<file path="src/rtl/counter_pkg.sv">
// Shared constants and elaboration-time helpers for the BCD up/down counter.
// Holds the parameter-legality checks and the binary-to-BCD constant conversion.
package counter_pkg;

  localparam int BCD_W      = 4;
  localparam int MAX_DIGITS = 8;

  function automatic int pow10(input int n);
    int r;
    r = 1;
    for (int i = 0; i < n; i++) begin
      r = r * 10;
    end
    return r;
  endfunction

  // Packs a binary value into MAX_DIGITS BCD digits, digit 0 in bits [3:0].
  function automatic logic [BCD_W*MAX_DIGITS-1:0] to_bcd(input int value);
    logic [BCD_W*MAX_DIGITS-1:0] r;
    int v;
    r = '0;
    v = value;
    for (int i = 0; i < MAX_DIGITS; i++) begin
      r[i*BCD_W +: BCD_W] = 4'(v % 10);
      v = v / 10;
    end
    return r;
  endfunction

  function automatic bit digits_ok(input int digits);
    return (digits >= 1) && (digits <= MAX_DIGITS);
  endfunction

  function automatic bit mod_ok(input int digits, input int modulus);
    return (modulus >= 2) && (modulus <= pow10(digits));
  endfunction

  function automatic bit tick_div_ok(input int tick_div);
    return tick_div >= 1;
  endfunction

endpackage

</file>
<file path="src/rtl/tick_gen.sv">
// Free-running divider: emits a registered one-cycle tick every TICK_DIV clocks.
// TICK_DIV = 1 degenerates to tick held high after reset release.
module tick_gen
  import counter_pkg::*;
#(
  parameter int TICK_DIV = 10_000_000
) (
  input  logic clk,
  input  logic reset,
  output logic tick
);

  localparam int DIV_W = (TICK_DIV > 1) ? $clog2(TICK_DIV) : 1;
  localparam logic [DIV_W-1:0] LAST = DIV_W'(TICK_DIV - 1);

  if (!tick_div_ok(TICK_DIV)) begin : g_bad_tick_div
    $error("tick_gen: TICK_DIV must be >= 1");
  end

  logic [DIV_W-1:0] div;

  always_ff @(posedge clk or posedge reset) begin
    if (reset) begin
      div  <= '0;
      tick <= 1'b0;
    end else begin
      tick <= (div == LAST);
      div  <= (div == LAST) ? '0 : div + 1'b1;
    end
  end

endmodule

</file>
<file path="src/rtl/bcd_updown_counter.sv">
// Modulo-MOD BCD up/down counter advanced by a divided clock-enable tick.
// Priority per cycle: clear, then load (checked), then tick step, else hold.
module bcd_updown_counter
  import counter_pkg::*;
#(
  parameter int DIGITS   = 4,
  parameter int MOD      = 10000,
  parameter int TICK_DIV = 10_000_000
) (
  input  logic                    clk,
  input  logic                    reset,
  input  logic                    clear,
  input  logic                    stop,
  input  logic                    rev,
  input  logic                    load,
  input  logic [BCD_W*DIGITS-1:0] load_val,
  output logic [BCD_W*DIGITS-1:0] bcd,
  output logic                    tick,
  output logic                    wrap,
  output logic                    load_err
);

  localparam int W = BCD_W * DIGITS;
  localparam logic [BCD_W*MAX_DIGITS-1:0] MAX_ALL = to_bcd(MOD - 1);
  localparam logic [W-1:0] MAX_BCD = MAX_ALL[W-1:0];

  if (!digits_ok(DIGITS)) begin : g_bad_digits
    $error("bcd_updown_counter: DIGITS must be in 1..8");
  end
  if (!mod_ok(DIGITS, MOD)) begin : g_bad_mod
    $error("bcd_updown_counter: MOD must be in 2..10**DIGITS");
  end

  tick_gen #(
    .TICK_DIV(TICK_DIV)
  ) u_tick_gen (
    .clk  (clk),
    .reset(reset),
    .tick (tick)
  );

  logic [W-1:0] inc_val;
  logic [W-1:0] dec_val;
  logic         carry;
  logic         borrow;
  logic         digits_valid;
  logic         load_ok;
  logic [W-1:0] bcd_nxt;
  logic         wrap_nxt;
  logic         err_nxt;

  // Ripple carry/borrow digit by digit; a digit only changes while the chain is live.
  always_comb begin
    inc_val = bcd;
    dec_val = bcd;
    carry   = 1'b1;
    borrow  = 1'b1;
    for (int i = 0; i < DIGITS; i++) begin
      if (carry) begin
        if (bcd[i*BCD_W +: BCD_W] == 4'd9) begin
          inc_val[i*BCD_W +: BCD_W] = 4'd0;
        end else begin
          inc_val[i*BCD_W +: BCD_W] = bcd[i*BCD_W +: BCD_W] + 4'd1;
          carry = 1'b0;
        end
      end
      if (borrow) begin
        if (bcd[i*BCD_W +: BCD_W] == 4'd0) begin
          dec_val[i*BCD_W +: BCD_W] = 4'd9;
        end else begin
          dec_val[i*BCD_W +: BCD_W] = bcd[i*BCD_W +: BCD_W] - 4'd1;
          borrow = 1'b0;
        end
      end
    end
  end

  // With every digit legal, BCD ordering equals unsigned ordering of the vector.
  always_comb begin
    digits_valid = 1'b1;
    for (int i = 0; i < DIGITS; i++) begin
      if (load_val[i*BCD_W +: BCD_W] > 4'd9) begin
        digits_valid = 1'b0;
      end
    end
    load_ok = digits_valid && (load_val <= MAX_BCD);
  end

  always_comb begin
    bcd_nxt  = bcd;
    wrap_nxt = 1'b0;
    err_nxt  = 1'b0;
    if (clear) begin
      bcd_nxt = '0;
    end else if (load) begin
      if (load_ok) begin
        bcd_nxt = load_val;
      end else begin
        err_nxt = 1'b1;
      end
    end else if (tick && !stop) begin
      if (!rev) begin
        if (bcd == MAX_BCD) begin
          bcd_nxt  = '0;
          wrap_nxt = 1'b1;
        end else begin
          bcd_nxt = inc_val;
        end
      end else begin
        if (bcd == '0) begin
          bcd_nxt  = MAX_BCD;
          wrap_nxt = 1'b1;
        end else begin
          bcd_nxt = dec_val;
        end
      end
    end
  end

  always_ff @(posedge clk or posedge reset) begin
    if (reset) begin
      bcd      <= '0;
      wrap     <= 1'b0;
      load_err <= 1'b0;
    end else begin
      bcd      <= bcd_nxt;
      wrap     <= wrap_nxt;
      load_err <= err_nxt;
    end
  end

endmodule
</file>
<file path="config.mk">
export PLATFORM = sky130hd
export DESIGN_NAME = bcd_updown_counter
export DESIGN_NICKNAME = d
export VERILOG_FILES = /design/src/rtl/counter_pkg.sv /design/src/rtl/tick_gen.sv /design/src/rtl/bcd_updown_counter.sv
export SDC_FILE = /design/constraint.sdc
export NUM_CORES = 1
export LEC_CHECK = 0
export CAP_MARGIN = 20
export CORE_ASPECT_RATIO = 1.4
export CORE_MARGIN = 2
export CORE_UTILIZATION = 61
export CTS_BUF_LIST = sky130_fd_sc_hd__clkbuf_4
export DETAILED_ROUTE_END_ITERATION = 10
export PLACE_DENSITY = 0.88
export SETUP_SLACK_MARGIN = 0.5
export SLEW_MARGIN = 20
export SYNTH_ARGS = -nofsm -noshare
export SYNTH_HDL_FRONTEND = slang
export SYNTH_SLANG_ARGS = --single-unit
</file>
<file path="constraint.sdc">
create_clock -name clk -period 2.9 [get_ports clk]
set_clock_uncertainty 0.05 [all_clocks]
set_input_delay 0.58 -clock clk [delete_from_list [all_inputs] [get_ports clk]]
set_output_delay 0.58 -clock clk [all_outputs]
set_load 0.02 [all_outputs]
</file>
Word-level counts from Yosys, hierarchy flattened
Index checks and enable logic that the tools add are counted.
{"block": "totals", "regBits": 43, "elab_cells": 93, "input_bits": 22}
{"block": "classes", "n_mux": 45, "n_eq_ne": 10, "addsub": 9, "n_lt_le_gt_ge": 5, "reduce_logical": 16}
{"op": "$mux W16", "count": 7}
{"op": "$mux W4", "count": 14}
{"op": "$add A24 B1 Y24 const B", "count": 1}
{"op": "$eq A24 B24 Y1 const B", "count": 1}
{"op": "$mux W24", "count": 1}
{"op": "$mux W1", "count": 23}
{"op": "$add A4 B1 Y4 const B", "count": 4}
{"op": "$eq A16 B16 Y1 const B", "count": 1}
{"op": "$eq A4 B4 Y1 const B", "count": 4}
{"op": "$gt A4 B4 Y1 const B", "count": 4}
{"op": "$le A16 B16 Y1 const B", "count": 1}
{"op": "$logic_not A16 Y1", "count": 1}
{"op": "$logic_not A4 Y1", "count": 4}
{"op": "$sub A4 B1 Y4 const B", "count": 4}
{"op": "$ne A5 B2 Y1 const B", "count": 3}
{"op": "$reduce_bool A5 Y1", "count": 3}
{"op": "$reduce_and A4 Y1", "count": 3}
{"op": "$ne A3 B2 Y1 const B", "count": 1}
{"op": "$reduce_bool A3 Y1", "count": 1}
{"op": "$logic_and A1 B1 Y1", "count": 2}
{"op": "$reduce_and A2 Y1", "count": 1}
{"op": "$logic_not A1 Y1", "count": 1}

Logic depth before layout (Yosys ltp)
{"block": "depth", "ltp_word": 10, "mapped_depth": 7, "ltp_nobuf": 7}

Modules after synthesis
A second synthesis with hierarchy kept.
{"block": "unflattened", "cells_unflattened": 355, "hier_area_um2": 3145.5}
{"mod": "bcd_updown_counter", "instances": 1, "cells_each": 239, "seq_area_each_um2": 450.4, "area_each_um2": 1925.6}
{"mod": "tick_gen", "instances": 1, "cells_each": 116, "seq_area_each_um2": 625.6, "area_each_um2": 1219.9}

Least setup slack after synthesis
Ideal clock, no wire load.
{"block": "synth_timing", "path_kind": "register to register", "from": "register bcd[5]", "to": "register bcd[12]", "path_stages_with_launch": 8, "required_time_ps": 2722, "period_less_slack_ps": 1987, "arrival_ps": 1810, "slack_ps": 913, "cell_sequence": "dfrtp_1 -> inv_1 -> ha_1 -> and3b_1 -> nand4_1 -> nor2_1 -> o31ai_4 -> mux2_1"}
{"block": "synth_via", "elab_chain_cells": 6, "word_cells_on_any_way": 19, "classes_between": "eq/ne: 3; mux: 12; reduce/logical: 4"}
{"element": "start, declared", "line_no": "bcd_updown_counter.sv:17", "source": "output logic [BCD_W*DIGITS-1:0] bcd,"}
{"element": "start signal, assigned", "line_no": "bcd_updown_counter.sv:126", "source": "bcd <= bcd_nxt;"}
{"element": "$logic_not A4 Y1 (tied with other cells)", "line_no": "bcd_updown_counter.sv:68", "source": "if (bcd[i*BCD_W +: BCD_W] == 4'd0) begin"}
{"element": "$mux W1 (tied with other cells)", "line_no": "bcd_updown_counter.sv:68"}
{"element": "$mux W1 (tied with other cells) (2 in a row)", "line_no": "bcd_updown_counter.sv:67", "source": "if (borrow) begin"}
{"element": "$ne A5 B2 Y1 (no source line) (tied with other cells)"}
{"element": "$reduce_and A4 Y1 (no source line) or $mux W16 (tied branches)"}
Several ways; a longest one is shown, not always the timed one. The select of a mux whose other input is x is not followed.
A chain may end at the register's enable or synchronous reset.

Final worst setup path
{"block": "layout_timing", "from": "register bcd[3]", "to": "output port bcd[3]"}
No word-level cell between the ends.

==> results.sh <==
export IMPL_tightest_slew_ns=0.508
export IMPL_num_vias=2647
export IMPL_dr_pass1_iters=4
export IMPL_cts_sinks=43
export IMPL_remaining_drc_errors=0
export IMPL_cts_tree="built"
export IMPL_timing_final_ws_setup_ns=0.610
export IMPL_die_y_um=86.7
export IMPL_crit_family="buffers and inverters"
export IMPL_synthArstFlopShare_pct=100
export IMPL_nNetsFinal=404
export IMPL_combPwrFrac_pct=32.6
export IMPL_fillCellCount=354
export IMPL_cts_max_level=2
export IMPL_crit_type="reg -> out"
export IMPL_fp_row_count=30
export IMPL_dp_hpwl_um=5290
export IMPL_grt_max_degree=44
export IMPL_final_hold_viol_count=0
export IMPL_internal_power_uw=965
export IMPL_ir_worst_vdd_mv=0.307
export IMPL_synth_fp_nets=362
export IMPL_slew_headroom_pct=65.3
export IMPL_fmax_mhz=437
export IMPL_synthFlopType="dfrtp_1"
export IMPL_grt_pass1_wl_um=12100
export IMPL_insertion_delay_ns=0.37
export IMPL_fin_crit_sh_pct=79.0
export IMPL_crit_fanout=12
export IMPL_path_clk_slew_ns=0.14
export IMPL_placedCellCount=425
export IMPL_clockBufferDepth=2
export IMPL_hold_buffers=0
export IMPL_setup_tns_ns=0
export IMPL_multiInputGateArea_um2=1790
export IMPL_ys_seq_area_share_pct=36.1
export IMPL_core_um2=4770
export IMPL_vias_per_cell=6.11
export IMPL_yosys_register_bits=43
export IMPL_diodes=0
export IMPL_grt_pass1_vias=2639
export IMPL_setup_viol=0
export IMPL_leakagePower_nw=1.48
export IMPL_arrival_ns=1.66
export IMPL_switchingPower_uw=537
export IMPL_synth_cells=326
export IMPL_drtAntennaViolNets=0
export IMPL_layout_min_cycle_time_ns=2.29
export IMPL_die_w_um=63.1
export IMPL_avgRoutedWirePerCell_um=16.5
export IMPL_synth_edff_count=0
export IMPL_wirelength_um=7150
export IMPL_regArea_um2=1080
export IMPL_max_stage_delay_ns=0.68
export IMPL_netlist_area_um2=2980
export IMPL_post_layout_nonfiller_instances=433
export IMPL_seq_power_share_pct=46.8
export IMPL_drt_iter0_markers=255
export IMPL_globalplace_congestion=0.910
export IMPL_cp_required_ns=2.27
export IMPL_drive_above_1_share_pct=8.94
export IMPL_hold_path_class="reg -> reg"
export IMPL_gr_usage_all_layers_pct=27.9
export IMPL_dieArea_um2=5470
export IMPL_overflow=0
export IMPL_syn_area_per_cell_um2=9.15
export IMPL_end_kind="output pin"
export IMPL_yosysWarnings=0
export IMPL_dpl_worst_slack_ns=0.386
export IMPL_cts_buffers_inserted=5
export IMPL_utilization_pct=73.8
export IMPL_cp_slowest_cell="clkdlybuf4s50_1"
export IMPL_antenna_found_initial=0
export IMPL_initial_utilization_pct=62.6
export IMPL_cts_resized=0
export IMPL_maxSlewViolCount=0
export IMPL_switching_share_pct=35.7
export IMPL_synth_cell_types=58
export IMPL_rsz0062_at_grt="no"
export IMPL_status="completed"
export IMPL_port_buffers=40
export IMPL_clkPwrFrac_pct=20.5
export IMPL_ctsRootBufferMaster="clkbuf_4"
export IMPL_post_cts_buffers=0
export IMPL_syn2layout_area_growth_pct=18.0
export IMPL_path_cells="clkdlybuf4s50_1"
export IMPL_maxCapViolCount=0
export IMPL_ioPinCount=41
export IMPL_cp_start_kind="flip-flop"
export IMPL_p_per_area_nw_per_um2=427
export IMPL_path_buf_inv=1
==> layout make-up <==
cell class	count	share of cell area, %
Sequential cell	43	30.6
Multi-Input combinational cell	255	50.9
Clock buffer	6	1.28
Timing Repair Buffer	47	12.9
Inverter	16	1.71
Tap cell	64	2.28
Clock inverter	2	0.355
==> layout by cell type (no fill, tap or decap), types with 7 or more instances in the layout <==
cell type        count
dfrtp_1             43
clkdlybuf4s50_1     40
nor2_1              33
nand2_1             27
o21ai_0             19
nand3_1             14
xnor2_1             14
ha_1                14
inv_1               13
xor2_1              12
a21oi_1             10
nand4_1              9
nor3_1               8
mux2_1               8
and3_1               8
buf_4                7
==> state kept, by name, summed over array words and instances (netlist names) <==
name             flops
u_tick_gen.div      24
bcd                 16
load_err             1
u_tick_gen.tick      1
wrap                 1
==> per-stage QoR <==
stage | power [mW] | instance area, um^2 | hold WS [ns]
3_5_place_dp | 1.20 | 3460 | 0.412
6_report | 1.50 | 3520 | 0.426
3_3_place_gp | 1.19 | 3460 | 0.399
5_1_grt | 1.58 | 3520 | 0.440
4_1_cts | 1.51 | 3520 | 0.430
2_1_floorplan | 1.01 | 2980 | 0.383
==> per-layer routing <==
| layer | track usage, % | wire [um] | vias to the layer above |
|---|---|---|---|
| li1 | - | - | 1261 |
| met1 | 31.2 | 2800 | 1255 |
| met2 | 50.8 | 3750 | 106 |
| met3 | 4.68 | 321 | 25 |
| met4 | 14.1 | 277 | 0 |
| met5 | 0 | 0 | - |
==> worst paths after layout <==
kind	cells past startpoint	slack [ns]	startpoint	to
min	1	0.43	u_tick_gen.div[0]	u_tick_gen.div[0]
min reg2reg	1	0.43	u_tick_gen.div[0]	u_tick_gen.div[0]
max reg2reg	7	0.74	bcd[5]	bcd[14]
max in group asynchronous	3	1.83	reset	bcd[8]
min in group asynchronous	3	0.59	reset	bcd[7]
max	1	0.61	bcd[3]	bcd[3]
==> synth_stat cells (2+ instances only) <==
cell type / count / share of area, %
and3_1: 8 / 1.7
xor2_1: 12 / 3.5
nor4b_1: 2 / 0.59
nor4_4: 2 / 1.4
inv_2: 2 / 0.25
o21bai_1: 3 / 0.75
o21ai_1: 2 / 0.34
a2111oi_0: 4 / 1.2
buf_2: 7 / 1.2
and2_1: 2 / 0.42
mux2_2: 2 / 0.75
a311o_1: 2 / 0.67
nor3b_1: 6 / 1.5
a211oi_1: 3 / 0.75
nor4_2: 2 / 0.84
mux2_1: 8 / 3.0
o21ai_0: 19 / 3.2
a31oi_1: 6 / 1.3
nand2_1: 27 / 3.4
o221ai_1: 2 / 0.59
nor2b_1: 6 / 1.3
a21oi_1: 10 / 1.7
o211ai_1: 3 / 0.75
a311oi_1: 2 / 0.59
dfrtp_1: 43 / 36
clkbuf_1: 5 / 0.63
nor2_1: 33 / 4.2
ha_1: 14 / 5.9
nand2b_1: 3 / 0.63
nand4_1: 9 / 1.9
xnor2_1: 14 / 4.1
nand3_1: 14 / 2.3
o22ai_1: 2 / 0.42
nor3b_2: 2 / 0.84
inv_1: 13 / 1.6
nor3_1: 8 / 1.3
mux2i_1: 3 / 1.0
==> power groups by stage <==
stage | logic (mW) | registers (mW) | clock network (mW)
after floorplan | 0.283 | 0.732 | 0
after global placement | 0.475 | 0.711 | 0
after detailed placement | 0.488 | 0.713 | 0
after CTS | 0.489 | 0.702 | 0.317
after global routing | 0.533 | 0.712 | 0.340
final | 0.490 | 0.703 | 0.308
==> cells by family (layout without fill, tap and decap cells) <==
kind of cell | after synthesis | in the layout | share of synthesized area, %
adders and majority gates | 14 | 14 | 5.87
buffers and inverters | 28 | 71 | 3.82
AOI/OAI and AO/OA | 68 | 68 | 15.6
xor gates and xnor gates | 26 | 26 | 7.63
and+or+nand+nor | 133 | 133 | 25.5
muxes | 14 | 14 | 5.54
DFF | 43 | 43 | 36.1
No activity file was read; power rests on OpenSTA's default activity.
